$ cat src/rtl/serial_bcd_alu_n_if.sv
// Serial BCD ALU frame port: input bit stream,
// registered result stream and busy/done status.
interface serial_bcd_alu_n_if;
  logic din;
  logic result;
  logic busy;
  logic done;

  modport master (
    output din,
    input  result,
    input  busy,
    input  done
  );

  modport slave (
    input  din,
    output result,
    output busy,
    output done
  );
endinterface

$ cat src/rtl/serial_bcd_alu_n.sv
// Digit-serial BCD add / signed subtract with sync-framed
// serial input and header-framed serial result.
module serial_bcd_alu_n #(
  parameter int          DIGITS    = 4,
  parameter logic [7:0]  SYNC_WORD = 8'h5A,
  parameter logic [7:0]  HDR_WORD  = 8'h69
) (
  input  logic clock,
  input  logic reset,
  serial_bcd_alu_n_if.slave bus
);

  localparam int W  = 4 * DIGITS;
  localparam int RW = W + 4;
  localparam int F  = 10 + RW;

  localparam logic [5:0] C_LD = 6'(W - 1);
  localparam logic [5:0] C_DG = 6'(DIGITS - 1);
  localparam logic [5:0] C_TX = 6'(F);

  typedef enum logic [2:0] {
    S_HUNT,
    S_OPCODE,
    S_LOAD_A,
    S_LOAD_B,
    S_CALC,
    S_NEG,
    S_TX
  } state_t;

  state_t r_state;
  state_t w_next;

  logic [7:0]    r_hist;
  logic          r_op;
  logic          r_carry;
  logic          r_err;
  logic          r_sign;
  logic          r_res;
  logic          r_done;
  logic [W-1:0]  r_a;
  logic [W-1:0]  r_b;
  logic [W-1:0]  r_sum;
  logic [5:0]    r_cnt;

  logic [7:0]    w_hist;
  logic          w_match;
  logic [3:0]    w_x;
  logic [3:0]    w_y;
  logic [3:0]    w_yc;
  logic          w_cin;
  logic [4:0]    w_s;
  logic          w_gt;
  logic [3:0]    w_dig;
  logic          w_bad;
  logic          w_last;
  logic [W-1:0]  w_arot;
  logic [W-1:0]  w_brot;
  logic [W-1:0]  w_snext;
  logic [3:0]    w_top;
  logic [RW-1:0] w_rd;
  logic [63:0]   w_frame;

  assign w_hist  = {bus.din, r_hist[7:1]};
  assign w_match = (w_hist == SYNC_WORD);

  // NEG pass swaps operands to form B-A
  assign w_x   = (r_state == S_NEG) ? r_b[3:0] : r_a[3:0];
  assign w_y   = (r_state == S_NEG) ? r_a[3:0] : r_b[3:0];
  assign w_yc  = r_op ? (4'd9 - w_y) : w_y;
  assign w_cin = (r_cnt == 6'd0) ? r_op : r_carry;
  assign w_s   = {1'b0, w_x} + {1'b0, w_yc} + {4'd0, w_cin};
  assign w_gt  = (w_s > 5'd9);
  assign w_dig = w_gt ? (w_s[3:0] + 4'd6) : w_s[3:0];
  assign w_bad = (r_a[3:0] > 4'd9) || (r_b[3:0] > 4'd9);
  assign w_last = (r_cnt == C_DG);

  assign w_arot  = (r_a >> 4) | (W'(r_a[3:0]) << (W - 4));
  assign w_brot  = (r_b >> 4) | (W'(r_b[3:0]) << (W - 4));
  assign w_snext = (r_sum >> 4) | (W'(w_dig) << (W - 4));

  assign w_top = r_op ? 4'd0 : {3'd0, r_carry};
  assign w_rd  = r_err ? '0 : {w_top, r_sum};

  always_comb begin
    w_frame = '0;
    for (int i = 0; i < 8; i++) begin
      w_frame[i] = HDR_WORD[i];
    end
    w_frame[8] = r_sign & ~r_err;
    w_frame[9] = r_err;
    for (int j = 0; j < RW; j++) begin
      w_frame[10+j] = w_rd[RW-1-j];
    end
  end

  always_comb begin
    w_next = r_state;
    case (r_state)
      S_HUNT:   if (w_match) w_next = S_OPCODE;
      S_OPCODE: w_next = S_LOAD_A;
      S_LOAD_A: if (r_cnt == C_LD) w_next = S_LOAD_B;
      S_LOAD_B: if (r_cnt == C_LD) w_next = S_CALC;
      S_CALC: begin
        if (w_last) begin
          if (r_op && !w_gt && !(r_err || w_bad)) begin
            w_next = S_NEG;
          end else begin
            w_next = S_TX;
          end
        end
      end
      S_NEG:    if (w_last) w_next = S_TX;
      S_TX:     if (r_cnt == C_TX) w_next = S_HUNT;
      default:  w_next = S_HUNT;
    endcase
  end

  always_ff @(posedge clock or negedge reset) begin
    if (!reset) begin
      r_state <= S_HUNT;
    end else begin
      r_state <= w_next;
    end
  end

  always_ff @(posedge clock or negedge reset) begin
    if (!reset) begin
      r_hist  <= '0;
      r_op    <= 1'b0;
      r_carry <= 1'b0;
      r_err   <= 1'b0;
      r_sign  <= 1'b0;
      r_res   <= 1'b0;
      r_done  <= 1'b0;
      r_a     <= '0;
      r_b     <= '0;
      r_sum   <= '0;
      r_cnt   <= '0;
    end else begin
      r_cnt  <= (w_next != r_state) ? 6'd0 : r_cnt + 6'd1;
      r_res  <= 1'b0;
      r_done <= 1'b0;
      case (r_state)
        S_HUNT: r_hist <= w_match ? 8'd0 : w_hist;
        S_OPCODE: begin
          r_op   <= bus.din;
          r_err  <= 1'b0;
          r_sign <= 1'b0;
        end
        S_LOAD_A: r_a <= {r_a[W-2:0], bus.din};
        S_LOAD_B: r_b <= {r_b[W-2:0], bus.din};
        S_CALC, S_NEG: begin
          r_a     <= w_arot;
          r_b     <= w_brot;
          r_sum   <= w_snext;
          r_carry <= w_gt;
          if (r_state == S_CALC) r_err <= r_err | w_bad;
          if (w_next == S_NEG) r_sign <= 1'b1;
        end
        S_TX: begin
          r_res  <= w_frame[r_cnt];
          r_done <= (r_cnt == C_TX - 6'd1);
        end
        default: ;
      endcase
    end
  end

  assign bus.result = r_res;
  assign bus.done   = r_done;
  assign bus.busy   = (r_state != S_HUNT) && (r_state != S_OPCODE);

endmodule

$ cat src/flat_wrapper.sv
// flat-port wrapper written by rule: the top's interface ports become plain ports
module serial_bcd_alu_n_flat 
#(
  parameter int          DIGITS    = 4,
  parameter logic [7:0]  SYNC_WORD = 8'h5A,
  parameter logic [7:0]  HDR_WORD  = 8'h69
)
  (clock, reset, bus_din, bus_result, bus_busy, bus_done);
  serial_bcd_alu_n_if bus_i ();
  input  logic clock;
  input  logic reset;
  input wire logic [$bits(bus_i.din)-1:0] bus_din;
  output wire logic [$bits(bus_i.result)-1:0] bus_result;
  output wire logic [$bits(bus_i.busy)-1:0] bus_busy;
  output wire logic [$bits(bus_i.done)-1:0] bus_done;
  assign bus_i.din = bus_din;
  assign bus_result = bus_i.result;
  assign bus_busy = bus_i.busy;
  assign bus_done = bus_i.done;
  serial_bcd_alu_n #(.DIGITS(DIGITS), .SYNC_WORD(SYNC_WORD), .HDR_WORD(HDR_WORD)) u_core (.clock(clock), .reset(reset), .bus(bus_i));
endmodule
$ cat config.mk
export PLATFORM = sky130hd
export DESIGN_NAME = serial_bcd_alu_n_flat
export DESIGN_NICKNAME = d
export VERILOG_FILES = /design/src/rtl/serial_bcd_alu_n_if.sv /design/src/rtl/serial_bcd_alu_n.sv /design/src/flat_wrapper.sv
export SDC_FILE = /design/constraint.sdc
export NUM_CORES = 1
export LEC_CHECK = 0
export CAP_MARGIN = 25
export CORE_UTILIZATION = 53
export CTS_CLUSTER_SIZE = 12
export DETAILED_ROUTE_END_ITERATION = 8
export GPL_TIMING_DRIVEN = 0
export HOLD_SLACK_MARGIN = 0.1
export PLACE_DENSITY = 0.65
export SLEW_MARGIN = 25
export SYNTH_ARGS = -nofsm -noshare
export SYNTH_HDL_FRONTEND = slang
export SYNTH_SLANG_ARGS = --single-unit
$ cat constraint.sdc
create_clock -name clock -period 10.45 [get_ports clock]
set_input_delay 2.6125 -clock clock [delete_from_list [all_inputs] [get_ports clock]]
set_output_delay 2.6125 -clock clock [all_outputs]
set_load 0.01 [all_outputs]
==> flow_results.org <==
** Critical path
- Startpoint of the worst-slack reg-to-reg timing path :: u_core.r_state[0]
- Counting cells, the worst reg-to-reg path comes to 13.
- In this run the worst path has a maximum fanout of 9.
- The worst setup path is launched from a flip-flop.
- The setup check on the worst reg-to-reg path leaves a slack of 6270 ps.
- Maximum cell stage delay along the critical path :: approximately 480 ps
- Master of the slowest instance on the critical path :: clkdlybuf4s50_1
- At the worst endpoint, the required time is around 7800 ps.
- Endpoint of the worst-slack reg-to-reg timing path :: u_core.r_sign
- WP data arrival :: 1570 ps
- Critical path endpoint category :: output pin
- The signal on the critical path passes through buf_2, nor2_1, inv_1, clkdlybuf4s50_1.
- The critical path is of the reg2out type.

** Hold path
- Startpoint of the tightest hold check path :: u_core.r_sum[2]
- Along the worst hold path, the cell count comes to 2.
- Path class of the lowest-slack min-delay path :: reg2reg
- Worst hold path endpoint :: u_core.r_sum[2]

** Clocking
- In this run the deepest clock path goes through 2 buffers.
- The number of setup buffers added after CTS is 0.
- Number of buffers inserted by hold repair at cts :: 0
- The clock tree synthesis step divided the H-tree into 3 levels.
- The number of clock buffers added by TritonCTS is 9.
- Clock Sink Count :: 70
- TritonCTS clock tree :: done
- Clock-pin slew of the registers on the worst-case setup and hold paths :: 70 ps
- Worst-Skew Late Latency :: between 300 and 400 ps
- CTS-repair resized insts :: 0
- CTS placed an instance of clkbuf_8 at the clock tree root.

** Synthesis
- In the synthesized netlist the dominant register cell turns out to be dfrtp_1.
- Number of nets produced by synthesis :: 402
- The synthesized design spends more area on one cell type than any other, namely dfrtp_1.
- Averaged over all synthesized cells, the footprint is 9.44 um^2.
- Counting flops and latches in the post-synthesis netlist gives 70.
- Post-synthesis instance area :: between 0.003 and 0.004 mm^2
- Cells after synthesis :: 387
- Synthesis Warnings :: 0
- Of the post-synthesis cell area, the dominant cell type holds between 40% and 50%.
- Main area contributors after synthesis :: dfrtp_1, nand2_1, a22oi_1
- Counting distinct cell types in the post-synthesis netlist gives 53.
- FFs w/ async S/R, synth :: 100%
- Sequential cells were found to cover 47.9% of the synthesized design area.
- Counting flops with a built-in enable in the synthesized netlist gives 0.

** Pwr
- Dividing total power by cell area gives a power density of approximately 190 mW/mm^2.
- Total design power :: roughly 0.76 mW
- Leakage dissipation :: 1.87 nW
- IR analysis of the VDD net gives a maximum drop of 0.104 mV.

** GRT
- Global-route wire length before repair :: 13200 um
- Initial antenna violation count :: 0
- Largest net degree at the start of global routing :: 37
- Vias in the first global route :: 2756
- Global routing finished with a remaining overflow of 0.
- Across every metal layer, demand over resource in global routing totals 23.4%.

** Floorplanning
- The die covers 0.00723 mm^2.
- Floorplan Core Area :: 0.00649 mm^2
- The initial utilization of the core area, before any placement, comes to about 56%.
- The die is 85.0 um tall.
- Horiz. Die Dim :: 85.0 um
- Count of pins on the block boundary :: 6
- Num rows :: 29

** Finish
- For this run, the share of the core covered by cells in the final layout is 61.3%.
- Count of fill cells added during filler insertion :: 537
- Ant. Diodes :: 0
- Proportion of layout cells with a drive suffix above 1 :: ~9.9%
- Number of nets in the layout :: 419
- Relative to the synthesized area, the layout overhead comes to 8.90%.

** Timing
- Based on the critical path, the design can be clocked at up to 0.239 GHz.
- The worst pin sits at a relative slew slack of a little over half.
- Setup violations remaining at the end of the flow were counted as 0.
- At the pin with the least slew margin, the transition time is 710 ps.
- The routed design could run at a clock period as short as 4190 ps.
- RSZ-0062 raised after global routing :: no
- Hold violation count in the final report :: 0
- Worst clock skew on the final layout :: 10.6 ps
- The worst path uses 40.1% of the clock period.
- After routing, the total negative slack on setup checks comes to 0 ps.
- Max-slew violation count :: 0

** Run status
- The run finished with clean final reports.

** Detailed routing
- Number of iterations in the first detailed-routing pass :: 4
- For this block, the initial DRC count from the detailed router was 140.
- DRC violation count after routing :: 0
- In this run the remaining antenna-violating nets after routing total 0.
- Average wire per standard cell :: between 15 and 20 um
- Dividing the detail-routed via count by the number of cells gives 5.72.
- Aggregate routed wire length :: 7610 um
- The routed layout has 2763 vias.

** Placement
- In this run the tool buffered the top-level ports with 5 buffer cells.
- Routability-driven placement finished with a final weighted congestion of 0.858.
- DPL Wire Length :: 5500 um

** Run
- Maximum Capacitance Violations :: 0
-- worst max-delay path by stage --
stage,from,end,cells past startpoint
detailed placement,bus_din,u_core.r_cnt[2],6
global route,u_core.r_state[0],u_core.r_state[0],13
finish,u_core.r_state[1],bus_busy,4
floorplan,bus_din,u_core.r_cnt[2],5
global placement,reset,u_core.r_b[9],1
CTS,u_core.r_state[1],bus_busy,4
-- logic make-up after synthesis --
kind of cell,Yosys count,share of synthesized area [%]
flops,70,47.9
compound gates,79,15.4
simple gates,170,20.3
xor+xnor,9,2.16
fa+ha+maj,12,4.52
buf+inv,29,3.18
mux,18,6.44
-- area by class of cell --
cell class / count / area (um^2) / share of cell area (%)
Sequential cell: 70 / 1750 / 44.0
Clock inverter: 2 / 10.0 / 0.252
Tap cell: 77 / 96.3 / 2.42
Timing Repair Buffer: 6 / 67.6 / 1.70
Buffer: 21 / 86.3 / 2.17
Multi-Input combinational cell: 288 / 1790 / 44.9
Clock buffer: 11 / 151 / 3.81
Inverter: 8 / 30.0 / 0.755
-- routing by layer --
layer / routed length (um) / up-vias / track usage [%] / part of all wire, %
li1: - / 1379 / - / -
met1: 3830 / 1335 / 31.9 / 50
met2: 3460 / 40 / 37.4 / 45
met3: 211 / 9 / 5.54 / 2.8
met4: 104 / 0 / 6.93 / 1.4
met5: 0 / - / 0 / 0
-- layout by cell type, fill, tap and decap left out, types with 5 or more instances in the layout --
| master | synthesis | final |
|---|---|---|
| clkbuf_1 | 11 | 11 |
| dfrtp_1 | 70 | 70 |
| clkbuf_8 | 0 | 11 |
| a21oi_1 | 7 | 7 |
| xnor2_1 | 5 | 5 |
| a22oi_1 | 30 | 30 |
| ha_1 | 10 | 10 |
| o21ai_0 | 12 | 12 |
| a22o_1 | 5 | 5 |
| mux2i_1 | 10 | 10 |
| buf_2 | 6 | 6 |
| inv_1 | 7 | 7 |
| nand2_1 | 122 | 122 |
| nor2_1 | 19 | 19 |
| nand3_1 | 5 | 5 |
-- cells in the mapped netlist, types with 5 or more instances --
cell	n
dfrtp_1	70
ha_1	10
nand3_1	5
xnor2_1	5
nor2_1	19
buf_2	6
clkbuf_1	11
a21oi_1	7
a22o_1	5
a22oi_1	30
inv_1	7
mux2i_1	10
o21ai_0	12
nand2_1	122
-- registers in the layout, indices dropped and copies added, names as in the netlist --
register,flops
u_core.bus.done,1
u_core.bus.result,1
u_core.r_a,16
u_core.r_b,16
u_core.r_carry,1
u_core.r_cnt,6
u_core.r_err,1
u_core.r_hist,7
u_core.r_op,1
u_core.r_sign,1
u_core.r_state,3
u_core.r_sum,16
-- where the power goes --
| group | internal [mW] | total [mW] | switching (mW) |
|---|---|---|---|
| sequential | 0.321 | 0.364 | 0.0431 |
| clock | 0.0943 | 0.187 | 0.0924 |
| combinational | 0.0970 | 0.209 | 0.112 |
| total | 0.513 | 0.761 | 0.248 |
-- metrics by stage --
stage	hold slack, ps	instances	instance area, um^2	setup WS (ps)
floorplan	440	387	3650	6740
finish	471	483	3980	6260
global placement	457	469	3800	4440
global route	505	483	3980	5970
detailed placement	457	470	3820	5910
CTS	473	483	3980	6240
-- critical path, delay by kind of cell, from the launching register on --
family,cells,cell delay [ps]
simple gates,1,140
flops,1,350
buf+inv,3,730
(Power assumes the default switching activity.)
